File: src/rtl/fp16_pkg.sv
// Shared binary16 definitions: field layout, bias, special exponent, flag bit
// positions and operand classification, common to the FP16 converter and adder.
package fp16_pkg;

  localparam int FP16_W   = 16;
  localparam int EXP_W    = 5;
  localparam int MANT_W   = 10;
  localparam int EXP_BIAS = 15;
  localparam logic [EXP_W-1:0] EXP_ALL_ONES = '1;

  // Out_flags layout: {invalid, inexact}
  localparam int FLAG_INVALID = 1;
  localparam int FLAG_INEXACT = 0;

  // Magnitude of the largest finite binary16 fits in 16 integer bits; 24
  // fraction bits hold the smallest subnormal step (2^-24) exactly.
  localparam int MAG_W  = 16;
  localparam int FRAC_W = EXP_BIAS + MANT_W - 1;
  localparam int FIX_W  = MAG_W + FRAC_W;

  typedef struct packed {
    logic              sign;
    logic [EXP_W-1:0]  exp;
    logic [MANT_W-1:0] mant;
  } fp16_t;

  typedef enum logic [1:0] {
    CLS_NUM,
    CLS_INF,
    CLS_NAN
  } cls_t;

  function automatic cls_t fp16_classify(input fp16_t op);
    if (op.exp != EXP_ALL_ONES) return CLS_NUM;
    else if (op.mant == '0)     return CLS_INF;
    else                        return CLS_NAN;
  endfunction

endpackage

File: src/rtl/fp16_int_round_sat.sv
// Combinational second stage: round-to-nearest-even, negate and saturate to INT_W.
// Flag outputs exist only when FP16_CVT_FLAGS_EN is defined.
module fp16_int_round_sat
  import fp16_pkg::*;
#(
  parameter int INT_W = 16
) (
  input  logic             sign,
  input  cls_t             cls,
  input  logic [MAG_W-1:0] int_mag,
  input  logic             guard_bit,
  input  logic             round_bit,
  input  logic             sticky_bit,
  output logic [INT_W-1:0] res
`ifdef FP16_CVT_FLAGS_EN
  ,
  output logic [1:0]       flags
`endif
);

  localparam logic [32:0] POS_MAX = 33'((64'd1 << (INT_W - 1)) - 64'd1);
  localparam logic [32:0] NEG_MAG = 33'(64'd1 << (INT_W - 1));
  localparam logic [INT_W-1:0] SAT_POS = {1'b0, {(INT_W-1){1'b1}}};
  localparam logic [INT_W-1:0] SAT_NEG = {1'b1, {(INT_W-1){1'b0}}};

  logic             round_up;
  logic [MAG_W:0]   mag_r;
  logic [32:0]      mag_ext;
  logic [INT_W-1:0] mag_int;
  logic             pos_ovf;
  logic             neg_ovf;

  // NOTE: every always_comb output is given a default first so no path can
  // leave it unassigned and infer a latch.
  always_comb begin
    round_up = guard_bit & (round_bit | sticky_bit | int_mag[0]);
    mag_r    = {1'b0, int_mag} + (MAG_W+1)'(round_up);
    mag_ext  = 33'(mag_r);
    mag_int  = INT_W'(mag_r);
    pos_ovf  = !sign && (mag_ext > POS_MAX);
    neg_ovf  =  sign && (mag_ext > NEG_MAG);
    res      = sign ? -mag_int : mag_int;

    unique case (cls)
      CLS_INF: res = sign ? SAT_NEG : SAT_POS;
      CLS_NAN: res = '0;
      default: begin
        if (pos_ovf)      res = SAT_POS;
        else if (neg_ovf) res = SAT_NEG;
      end
    endcase
  end

`ifdef FP16_CVT_FLAGS_EN
  logic invalid;

  always_comb begin
    invalid             = (cls != CLS_NUM) || pos_ovf || neg_ovf;
    flags               = '0;
    flags[FLAG_INVALID] = invalid;
    flags[FLAG_INEXACT] = (guard_bit | round_bit | sticky_bit) & !invalid;
  end
`endif

endmodule

File: src/rtl/fp16_to_int_cvt.sv
// Two-stage binary16 to signed INT_W converter with valid/ready handshake.
// Define FP16_CVT_FLAGS_EN to add the {invalid, inexact} out_flags port.
module fp16_to_int_cvt
  import fp16_pkg::*;
#(
  parameter int INT_W = 16
) (
  input  logic              clk,
  input  logic              rst,
  input  logic              in_valid,
  output logic              in_ready,
  input  logic [FP16_W-1:0] in_data,
  output logic              out_valid,
  input  logic              out_ready,
  output logic [INT_W-1:0]  out_data
`ifdef FP16_CVT_FLAGS_EN
  ,
  output logic [1:0]        out_flags
`endif
);

  logic adv;
  assign adv      = !out_valid || out_ready;
  assign in_ready = adv;

  // S1 combinational: unpack, classify and align into fixed point.
  fp16_t            op;
  logic [MANT_W:0]  sig;
  logic [EXP_W-1:0] shamt;
  logic [FIX_W-1:0] fixed;

  always_comb begin
    op    = fp16_t'(in_data);
    sig   = {(op.exp != '0), op.mant};
    // Subnormals share the exponent-1 scale with an implicit leading zero.
    shamt = (op.exp == '0) ? '0 : op.exp - EXP_W'(1);
    fixed = {{(FIX_W-MANT_W-1){1'b0}}, sig} << shamt;
  end

  logic             s1_valid;
  logic             s1_sign;
  cls_t             s1_cls;
  logic [MAG_W-1:0] s1_mag;
  logic             s1_guard;
  logic             s1_round;
  logic             s1_sticky;

  // NOTE: the S1 payload carries no reset; it is only consumed alongside
  // s1_valid, which is reset, so clearing it would add nothing.
  always_ff @(posedge clk) begin
    if (adv && in_valid) begin
      s1_sign   <= op.sign;
      s1_cls    <= fp16_classify(op);
      s1_mag    <= fixed[FIX_W-1 -: MAG_W];
      s1_guard  <= fixed[FRAC_W-1];
      s1_round  <= fixed[FRAC_W-2];
      s1_sticky <= |fixed[FRAC_W-3:0];
    end
  end

  logic [INT_W-1:0] s2_res;
`ifdef FP16_CVT_FLAGS_EN
  logic [1:0]       s2_flags;
`endif

  fp16_int_round_sat #(.INT_W(INT_W)) u_round_sat (
    .sign       (s1_sign),
    .cls        (s1_cls),
    .int_mag    (s1_mag),
    .guard_bit  (s1_guard),
    .round_bit  (s1_round),
    .sticky_bit (s1_sticky),
    .res        (s2_res)
`ifdef FP16_CVT_FLAGS_EN
    ,
    .flags      (s2_flags)
`endif
  );

  // NOTE: state uses non-blocking assignments and an asynchronous reset in
  // the sensitivity list so rst clears the pipe without waiting for clk.
  always_ff @(posedge clk or posedge rst) begin
    if (rst) begin
      s1_valid  <= 1'b0;
      out_valid <= 1'b0;
      out_data  <= '0;
`ifdef FP16_CVT_FLAGS_EN
      out_flags <= '0;
`endif
    end else if (adv) begin
      s1_valid  <= in_valid;
      out_valid <= s1_valid;
      if (s1_valid) begin
        out_data  <= s2_res;
`ifdef FP16_CVT_FLAGS_EN
        out_flags <= s2_flags;
`endif
      end
    end
  end

endmodule

File: config.mk
export PLATFORM = sky130hd
export DESIGN_NAME = fp16_to_int_cvt
export DESIGN_NICKNAME = d
export VERILOG_FILES = /design/src/rtl/fp16_pkg.sv /design/src/rtl/fp16_int_round_sat.sv /design/src/rtl/fp16_to_int_cvt.sv
export SDC_FILE = /design/constraint.sdc
export NUM_CORES = 1
export LEC_CHECK = 0
export BUFFER_PORTS_ARGS = -buffer_cell sky130_fd_sc_hd__buf_4
export CAP_MARGIN = 25
export CORE_MARGIN = 4
export CORE_UTILIZATION = 50
export DETAILED_ROUTE_END_ITERATION = 8
export PLACE_DENSITY_LB_ADDON = 0.05
export SKIP_CTS_REPAIR_TIMING = 1
export SLEW_MARGIN = 40
export SYNTH_ARGS = -nofsm -noshare
export SYNTH_HDL_FRONTEND = slang
export SYNTH_SLANG_ARGS = --single-unit
File: constraint.sdc
create_clock -name clk -period 3.77 [get_ports clk]
set_input_delay 0 -clock clk [delete_from_list [all_inputs] [get_ports clk]]
set_output_delay 0 -clock clk [all_outputs]
set_load 0.1 [all_outputs]
==> Word level (Yosys, flattened, before mapping) <==
Cells that the tools add are included.
{ "op_classes": {"n_addsub": 3, "order_cmp": 2, "n_eq_ne": 3, "shift": 1, "n_mux": 7, "n_bitwise": 3, "reduce_logical": 11} }
{ "op_table": {"columns": ["op", "n"], "rows": [
  ["two-way mux 16 bit", 4],
  ["left shift 11 x 5 -> 40 bit", 1],
  ["case mux 16 bit (2 select lines)", 1],
  ["OR reduction 22 bit", 1],
  ["adder 16 x 1 -> 17 bit", 1],
  ["greater-than comparator 17 x 15 -> 1 bit, second input constant", 1],
  ["greater-than comparator 17 x 16 -> 1 bit, second input constant", 1],
  ["negator 16 bit", 1],
  ["zero test 10 bit", 1],
  ["zero test 5 bit", 1],
  ["two-way mux 5 bit", 1],
  ["inequality test 5 bit, second input constant", 1],
  ["nonzero test 5 bit", 1],
  ["subtractor 5 x 1 -> 5 bit, second input constant", 1],
  ["logical AND 1 bit", 3],
  ["== test 2 x 1 -> 1 bit, second input constant", 1],
  ["== test 2 bit, second input constant", 1],
  ["zero test 1 bit", 2],
  ["two-way mux 2 bit", 1],
  ["OR 1 bit", 2],
  ["AND reduction 2 bit", 1],
  ["AND 1 bit", 1],
  ["logical OR 1 bit", 1]
]} }
{ "totals": {"reg_bits": 40, "inputBits": 20, "out_inout_bits": 18, "wordCells": 39} }

==> Depth between registers and ports, before layout <==
Gate-level depths: netlist (run 1).
{ "logic_depth": {"ltp_word": 9, "ltp_mapped": 13, "mapped_depth_nobuf": 10} }

==> Hierarchy <==
From an unflattened synthesis (run 1), not the netlist that was laid out.
{ "unflattened": {"hier_cells": 443, "area_unflattened_um2": 3774.9} }
{ "by_module_without_submodules": {"columns": ["mod", "instances", "cells_each", "area_per_inst_um2", "seq_area_each_um2"], "rows": [
  ["fp16_to_int_cvt", 1, 256, 2464.9, 1111.1],
  ["fp16_int_round_sat", 1, 187, 1310.0, 0.0]
]} }

==> Worst setup path after synthesis (run 1) <==
OpenSTA, ideal clock, no wires.
{ "synth_timing": {"kind": "register to register", "start": "register out_valid", "end": "register out_data[10]", "setup_ps": 74, "t_arrival_ps": 2920, "required_time_ps": 3696, "setup_slack_ps": 776, "path_stages_with_launch": 8, "n_path_buf": 2, "period_less_slack_ps": 2994, "cell_sequence": "dfrtp_1 > nand2b_1 > and2_1 > clkbuf_1 > nand2_1 > clkbuf_1 > o21ai_0 > nor2_1"} }
{ "synth_between": {"elab_chain_cells": 3} }
{ "synth_lines": {"columns": ["element", "line_no", "rtl"], "rows": [
  ["start: declaration", "fp16_to_int_cvt.sv:13", "output logic out_valid,"],
  ["start signal: assignment", "fp16_to_int_cvt.sv:92", "out_valid <= s1_valid;"],
  ["zero test 1 bit", "fp16_to_int_cvt.sv:23", "assign adv = !out_valid || out_ready;"],
  ["logical OR 1 bit", "fp16_to_int_cvt.sv:23", null],
  ["named net in_ready", "fp16_to_int_cvt.sv:11", "output logic in_ready,"],
  ["AND reduction 2 bit (no line)", null, null],
  ["end signal: assignment", "fp16_to_int_cvt.sv:94", "out_data <= s2_res;"],
  ["end: declaration", "fp16_to_int_cvt.sv:15", "output logic [INT_W-1:0] out_data"]
]} }
The timed path passes the listed nets, and every way through them passes these cells.
A chain may end at the register's enable or synchronous reset.

==> Worst setup path after layout (run 1) <==
{ "layout_timing": {"start": "register s1_mag[4]", "end": "register out_data[11]"} }
{ "layout_between": {"elab_chain_cells": 6, "elab_cells_between_ends": 10, "classes_between": "add/sub: 2; order compare: 2; mux: 4; reduce/logical: 2"} }
{ "layout_lines": {"columns": ["element", "line_no", "rtl"], "rows": [
  ["start: declaration", "fp16_to_int_cvt.sv:43", "logic [MAG_W-1:0] s1_mag;"],
  ["start signal: assignment", "fp16_to_int_cvt.sv:54", "s1_mag <= fixed[FIX_W-1 -: MAG_W];"],
  ["adder 16 x 1 -> 17 bit *", "fp16_int_round_sat.sv:37", "mag_r = {1'b0, int_mag} + (MAG_W+1)'(round_up);"],
  ["negator 16 bit / greater-than comparator 17 x 16 -> 1 bit (equally long branches)", "fp16_int_round_sat.sv:42, fp16_int_round_sat.sv:41", null],
  ["two-way mux 16 bit / logical AND 1 bit (equally long branches)", "fp16_int_round_sat.sv:42, fp16_int_round_sat.sv:41", null],
  ["two-way mux 16 bit", "fp16_int_round_sat.sv:49", "else if (neg_ovf) res = SAT_NEG;"],
  ["two-way mux 16 bit *", "fp16_int_round_sat.sv:48", "if (pos_ovf) res = SAT_POS;"],
  ["case mux 16 bit (2 select lines) *", "fp16_int_round_sat.sv:44", "unique case (cls)"]
]} }
Every way passes the cells marked *; elsewhere a longest branch is shown, timed or not.

==> out/qor.yml, run 1 <==
placement:
  hpwl_um: 7610
  post-place-ws_ns: 0.562
  portBuffers: 37
  place_congestion: 0.940
grt:
  grt_first_pass_wirelength_um: 16800
  grt_usage_pct: 23.0
  antenna_found_initial: 0
  grt_max_degree: 33
  grt_pass1_vias: 3357
  gr-total-overflow: 0
die:
  fp.dieArea_um2: 9080
  die_w_um: 95.3
  fp.coreArea_um2: 7330
  pin_count: 38
  fp.dieH_um: 95.3
  rows: 31
  initial_core_util_pct: 52.0
power:
  peakVddDrop_mv: 0.207
  p_leak_nw: 1.57
  cellPowerDensity_nw_per_um2: 462
sta:
  finalCritPeriodShare_pct: 86.5
  slew_headroom_pct: 50.5
  setup_tns_ns: 0
  clock_skew_ns: 0.00790
  hold_viol_final: 0
  setup_ws_ns: 0.509
  period_needed_ns: 3.26
  rsz0062_at_grt: "no"
  tightest_slew_ns: 0.740
  fmax_ghz: 0.307
  drv_slew: 0
  setup_viol: 0
clock_tree:
  cts_buffers: 5
  cts.sinks: 40
  clkTransAtPathRegs_ns: 0.08
  cts.path.max_buffers: 2
  htree_levels: 2
  root_buffer: "clkbuf_8"
  tritoncts: "yes"
  clk_latency_ns: 0.29
setup_path:
  r2r_end: "out_data[11]"
  cp.arrival_ns: 3.44
  r2r-start: "s1_mag[4]"
  cp_max_fo: 17
  path_cells: "nand4_1 > nor4_2 > mux2i_1 > nand2_1 > o221a_2 > nor3_1 > nor2_1"
  cp-end-kind: "register"
  reg2reg_slack_ns: 0.51
  path_buf_inv: 0
  ff2ff_path_depth: 7
  cp.required_ns: 3.95
  cp-start-kind: "register"
  critPathKind: "register to register"
  slowest_delay_ns: 0.64
  crit_slowest_cell: "edfxtp_1"
  cp_top_family: "simple AND/OR/NAND/NOR gates"
yosys:
  synthCells: 472
  synth.distinct_cells: 74
  ys_async_sr_fraction_pct: 45.0
  synth_top_cell_by_area: "edfxtp_1"
  synth.area.top_cells: "edfxtp_1 17%, dfrtp_1 12%, xnor2_1 6.0%"
  yosysSeqAreaShare_pct: 29.2
  yosys_warnings: 0
  synth_edf_count: 22
  synth_nets: 498
  syn_area_um2: 3810
  synth.top_cell.area_share_pct: 17.3
  syn_area_per_cell_um2: 8.07
  synth-seq-cells: 40
  yosysMostFrequentCell: "nor2_1"
  synthTopCellsByCount: "51 x nor2_1, 39 x nand2_1, 34 x a21oi_1, 31 x o21ai_0, 26 x xnor2_1"
  synth_ff_type: "edfxtp_1"
layout:
  area_growth_pct: 10.3
  drive_above_1_share_pct: 14.6
  diodes: 0
  nets: 512
  reg_top3: "out_data: 16 flops, s1_mag: 16 flops, s1_cls: 2 flops"
  finish.utilization_pct: 57.3
detailed_routing:
  vias: 3746
  post_drt_wl_per_cell_um: 17.7
  wl_um: 10400
  drtIter0Drc: 207
  dr.pass1.iters: 6
  viasPerCell: 6.39
  post-route-drc-count: 0
  ant_nets: 0
outcome:
  outcome: "complete, no violations"
hold_path:
  hold_start: "out_ready"
  min_path_type: "input port to register"
  hold_end: "out_valid"
  hold_depth: 3
flow_run:
  cap_violations: 0
## area by class of cell
type,instances,area [um^2]
multi-input cells,381,2460
inverters,11,41.3
repair buffers,47,360
fillers,679,3130
clock buffers,6,93.8
well taps,99,124
clock inverters,2,11.3
flip-flops and latches,40,1110
## tightest hold or removal path, stage by stage
cell and delay (ns):
buf_4 0.07, nand2b_1 0.18, nand2b_1 0.07
## kinds of logic after synthesis
family | synth area share (%)
DFF | 29.2
xor gates and xnor gates | 7.59
AOI/OAI and AO/OA | 25.0
adders and majority gates | 1.97
and+or+nand+nor | 26.7
buffers and inverters | 6.31
muxes | 3.22
## where the power goes
group          switching (mW)  total [mW]  internal (mW)
clock network           0.155       0.325          0.170
registers              0.0697       0.615          0.545
logic                   0.741        1.00          0.262
## through the flow
step	area, um^2	hold WS, ns	power, mW	cells
floorplan	3810	-0.0614	1.40	472
global placement	4060	0.152	1.61	575
detailed placement	4070	0.144	1.62	575
CTS	4170	-0.177	1.94	583
global route	4200	0.0948	2.04	586
finish	4200	0.0709	1.94	586
## worst max path at each step
stage | from | to | cells past startpoint
global route | s1_mag[3] | out_data[13] | 7
finish | s1_mag[4] | out_data[11] | 7
floorplan | out_valid | out_data[10] | 7
CTS | s1_mag[4] | out_data[10] | 7
global placement | s1_mag[4] | out_data[11] | 7
detailed placement | s1_mag[4] | out_data[10] | 7
## placed cells by master (no fill, tap or decap), drive strengths merged, types with 7 or more instances in the layout
cell type / instances
xor2: 7
inv: 12
edfxtp: 22
and2: 8
nor3: 12
buf: 44
nand2: 39
nand3: 17
nand4: 15
mux2i: 10
o22ai: 7
o31ai: 8
xnor2: 26
o211ai: 7
nor4: 8
nor2: 51
o21ai: 32
a21oi: 34
dfrtp: 18
nand2b: 9
## routing by layer
layer	vias up	share of wire, %	GRT usage (%)
li1	1801	-	-
met1	1787	41	29.9
met2	134	51	40.2
met3	24	4.7	2.05
met4	0	2.7	7.69
met5	-	0	0
(Power assumes the default switching activity.)
==> inputs of run 2 (changes only) <==
--- a/config.mk
+++ b/config.mk
@@ -7,8 +7,10 @@
 export LEC_CHECK = 0
 export BUFFER_PORTS_ARGS = -buffer_cell sky130_fd_sc_hd__buf_4
 export CAP_MARGIN = 25
+export CELL_PAD_IN_SITES_DETAIL_PLACEMENT = 1
+export CELL_PAD_IN_SITES_GLOBAL_PLACEMENT = 1
 export CORE_MARGIN = 4
-export CORE_UTILIZATION = 50
+export CORE_UTILIZATION = 45
 export DETAILED_ROUTE_END_ITERATION = 8
 export PLACE_DENSITY_LB_ADDON = 0.05
 export SKIP_CTS_REPAIR_TIMING = 1
==> out/qor.yml, run 2 (synthesis gave the netlist of run 1 again) <==
detailed_routing:
  viasPerCell: 6.35  # -0.71%
  wl_um: 11200  # +8.0%
  vias: 3764  # +0.48%
  post_drt_wl_per_cell_um: 18.9  # +6.8%
  dr.pass1.iters: 5  # -1
  drtIter0Drc: 208  # +0.48%
  post-route-drc-count: 0  # unchanged
  ant_nets: 0  # unchanged
sta:
  drv_slew: 0  # unchanged
  hold_viol_final: 0  # unchanged
  fmax_ghz: 0.310  # +0.95%
  finalCritPeriodShare_pct: 85.7  # -0.81 points
  tightest_slew_ns: 0.779  # +0.0389 ns
  rsz0062_at_grt: "no"
  slew_headroom_pct: 48.0  # -2.5 points
  period_needed_ns: 3.23  # -0.0305 ns
  setup_tns_ns: 0  # unchanged
  setup_viol: 0  # unchanged
  clock_skew_ns: 0.0143  # +0.00636 ns
power:
  peakVddDrop_mv: 0.274  # +32%
  p_total_mw: 1.91  # -1.7%
  p_leak_nw: 1.57  # -0.46%
  cellPowerDensity_nw_per_um2: 455  # -1.6%
setup_path:
  slowest_delay_ns: 0.52  # -0.12 ns
  cp-end-kind: "register"
  cp_max_fo: 17  # unchanged
  cp.required_ns: 4.00  # +0.05 ns
  crit_slowest_cell: "o221a_2"
  path_cells: "and2_1 > ha_1 > xor2_1 > nand4_1 > a2111o_1 > a2111oi_2 > o221a_2 > o221ai_1 > o21ba_1"
  reg2reg_slack_ns: 0.54  # +0.03 ns
  critPathKind: "register to register"
  cp.arrival_ns: 3.46  # +0.02 ns
  cp-start-kind: "register"
grt:
  grt_usage_pct: 23.0  # about the same
  gr-total-overflow: 0  # unchanged
  grt_pass1_vias: 3693  # +10%
  grt_first_pass_wirelength_um: 18800  # +12%
  grt_max_degree: 25  # -24%
  antenna_found_initial: 0  # unchanged
clock_tree:
  cts_buffers: 5  # unchanged
  clk_latency_ns: 0.30  # about the same
  tritoncts: "yes"
  cts.path.max_buffers: 2  # unchanged
  htree_levels: 2  # unchanged
  root_buffer: "clkbuf_8"
  clkTransAtPathRegs_ns: 0.09  # about the same
  cts.sinks: 40  # unchanged
die:
  fp.dieH_um: 100  # +5.0%
  die_w_um: 100  # +5.0%
  pin_count: 38  # unchanged
  rows: 33  # +6.5%
  fp.dieArea_um2: 10000  # +10%
  fp.coreArea_um2: 8220  # +12%
  initial_core_util_pct: 46.4  # -5.6 points
layout:
  final_area_um2: 4200  # about the same
  reg_top3: "out_data: 16 flops, s1_mag: 16 flops, s1_cls: 2 flops"
  final_common_cell: "nor2_1"
  nets: 513  # +0.20%
  drive_above_1_share_pct: 14.1  # -0.44 points
  diodes: 0  # unchanged
  final_cell_mix: "51 x nor2_1, 45 x buf_4, 39 x nand2_1, 34 x a21oi_1, 31 x o21ai_0"
  area_growth_pct: 10.3  # about the same
  final_cells: 593  # +1.2%
placement:
  hpwl_um: 8510  # +12%
  place_congestion: 0.874  # -7.0%
  place_inst: 582  # +1.2%
  placed_cell_area_um2: 4090  # +0.58%
  portBuffers: 37  # unchanged
flow_run:
  cap_violations: 0  # unchanged
outcome:
  outcome: "complete, no violations"
hold_path:
  min_path_type: "input port to register"
run 2: cell count changes in the layout (fill, tap and decap cells not counted), sizes merged:
| cell | previous run | this run |
|---|---|---|
| buf | 44 | 45 |
| clkbuf | 6 | 7 |
| inv | 12 | 11 |
run 2: where the power goes:
group          total (mW)  internal [mW]  switching [mW]
Sequential          0.613          0.545          0.0677
Combinational        1.02          0.265           0.750
Clock               0.282          0.130           0.152
run 2: area by class of cell:
class	count	area [um^2]
inverters	11	41.3
multi-input cells	381	2470
clock buffers	7	76.3
clock inverters	1	5.00
well taps	105	131
flip-flops and latches	40	1110
repair buffers	48	368
fillers	1033	4020
run 2: per-layer routing:
layer	track usage, %	part of all wire, %	vias to the layer above
met5	0	0	-
met4	5.08	0.81	0
met3	2.36	3.1	7
met2	38.3	48	71
met1	32.5	48	1891
li1	-	-	1795
run 2: critical path: cells and delay by family (launching register included):
kind	cells	cell delay (ns)
AOI/OAI and AO/OA	5	1.76
DFF	1	0.45
xor gates and xnor gates	1	0.34
and+or+nand+nor	2	0.32
adders and majority gates	1	0.30
run 2: path summary, 6_finish.rpt:
path	startpoint	end	depth (start not counted)
setup / recovery	s1_mag[0]	out_data[13]	9
hold / removal	out_ready	out_valid	3
setup reg to reg	s1_mag[0]	out_data[13]	9
hold reg to reg	s1_valid	out_valid	1
max in group asynchronous	rst	out_data[1]	3
min in group asynchronous	rst	out_data[14]	3
run 2: through the flow:
stage	hold slack, ns	setup slack, ns	utilization (%)
5_1_grt	0.127	0.316	51.1
3_5_place_dp	0.172	0.544	49.8
2_1_floorplan	-0.0614	0.776	-
3_3_place_gp	0.149	0.515	49.6
6_report	0.0866	0.539	51.1
4_1_cts	-0.156	0.536	50.8
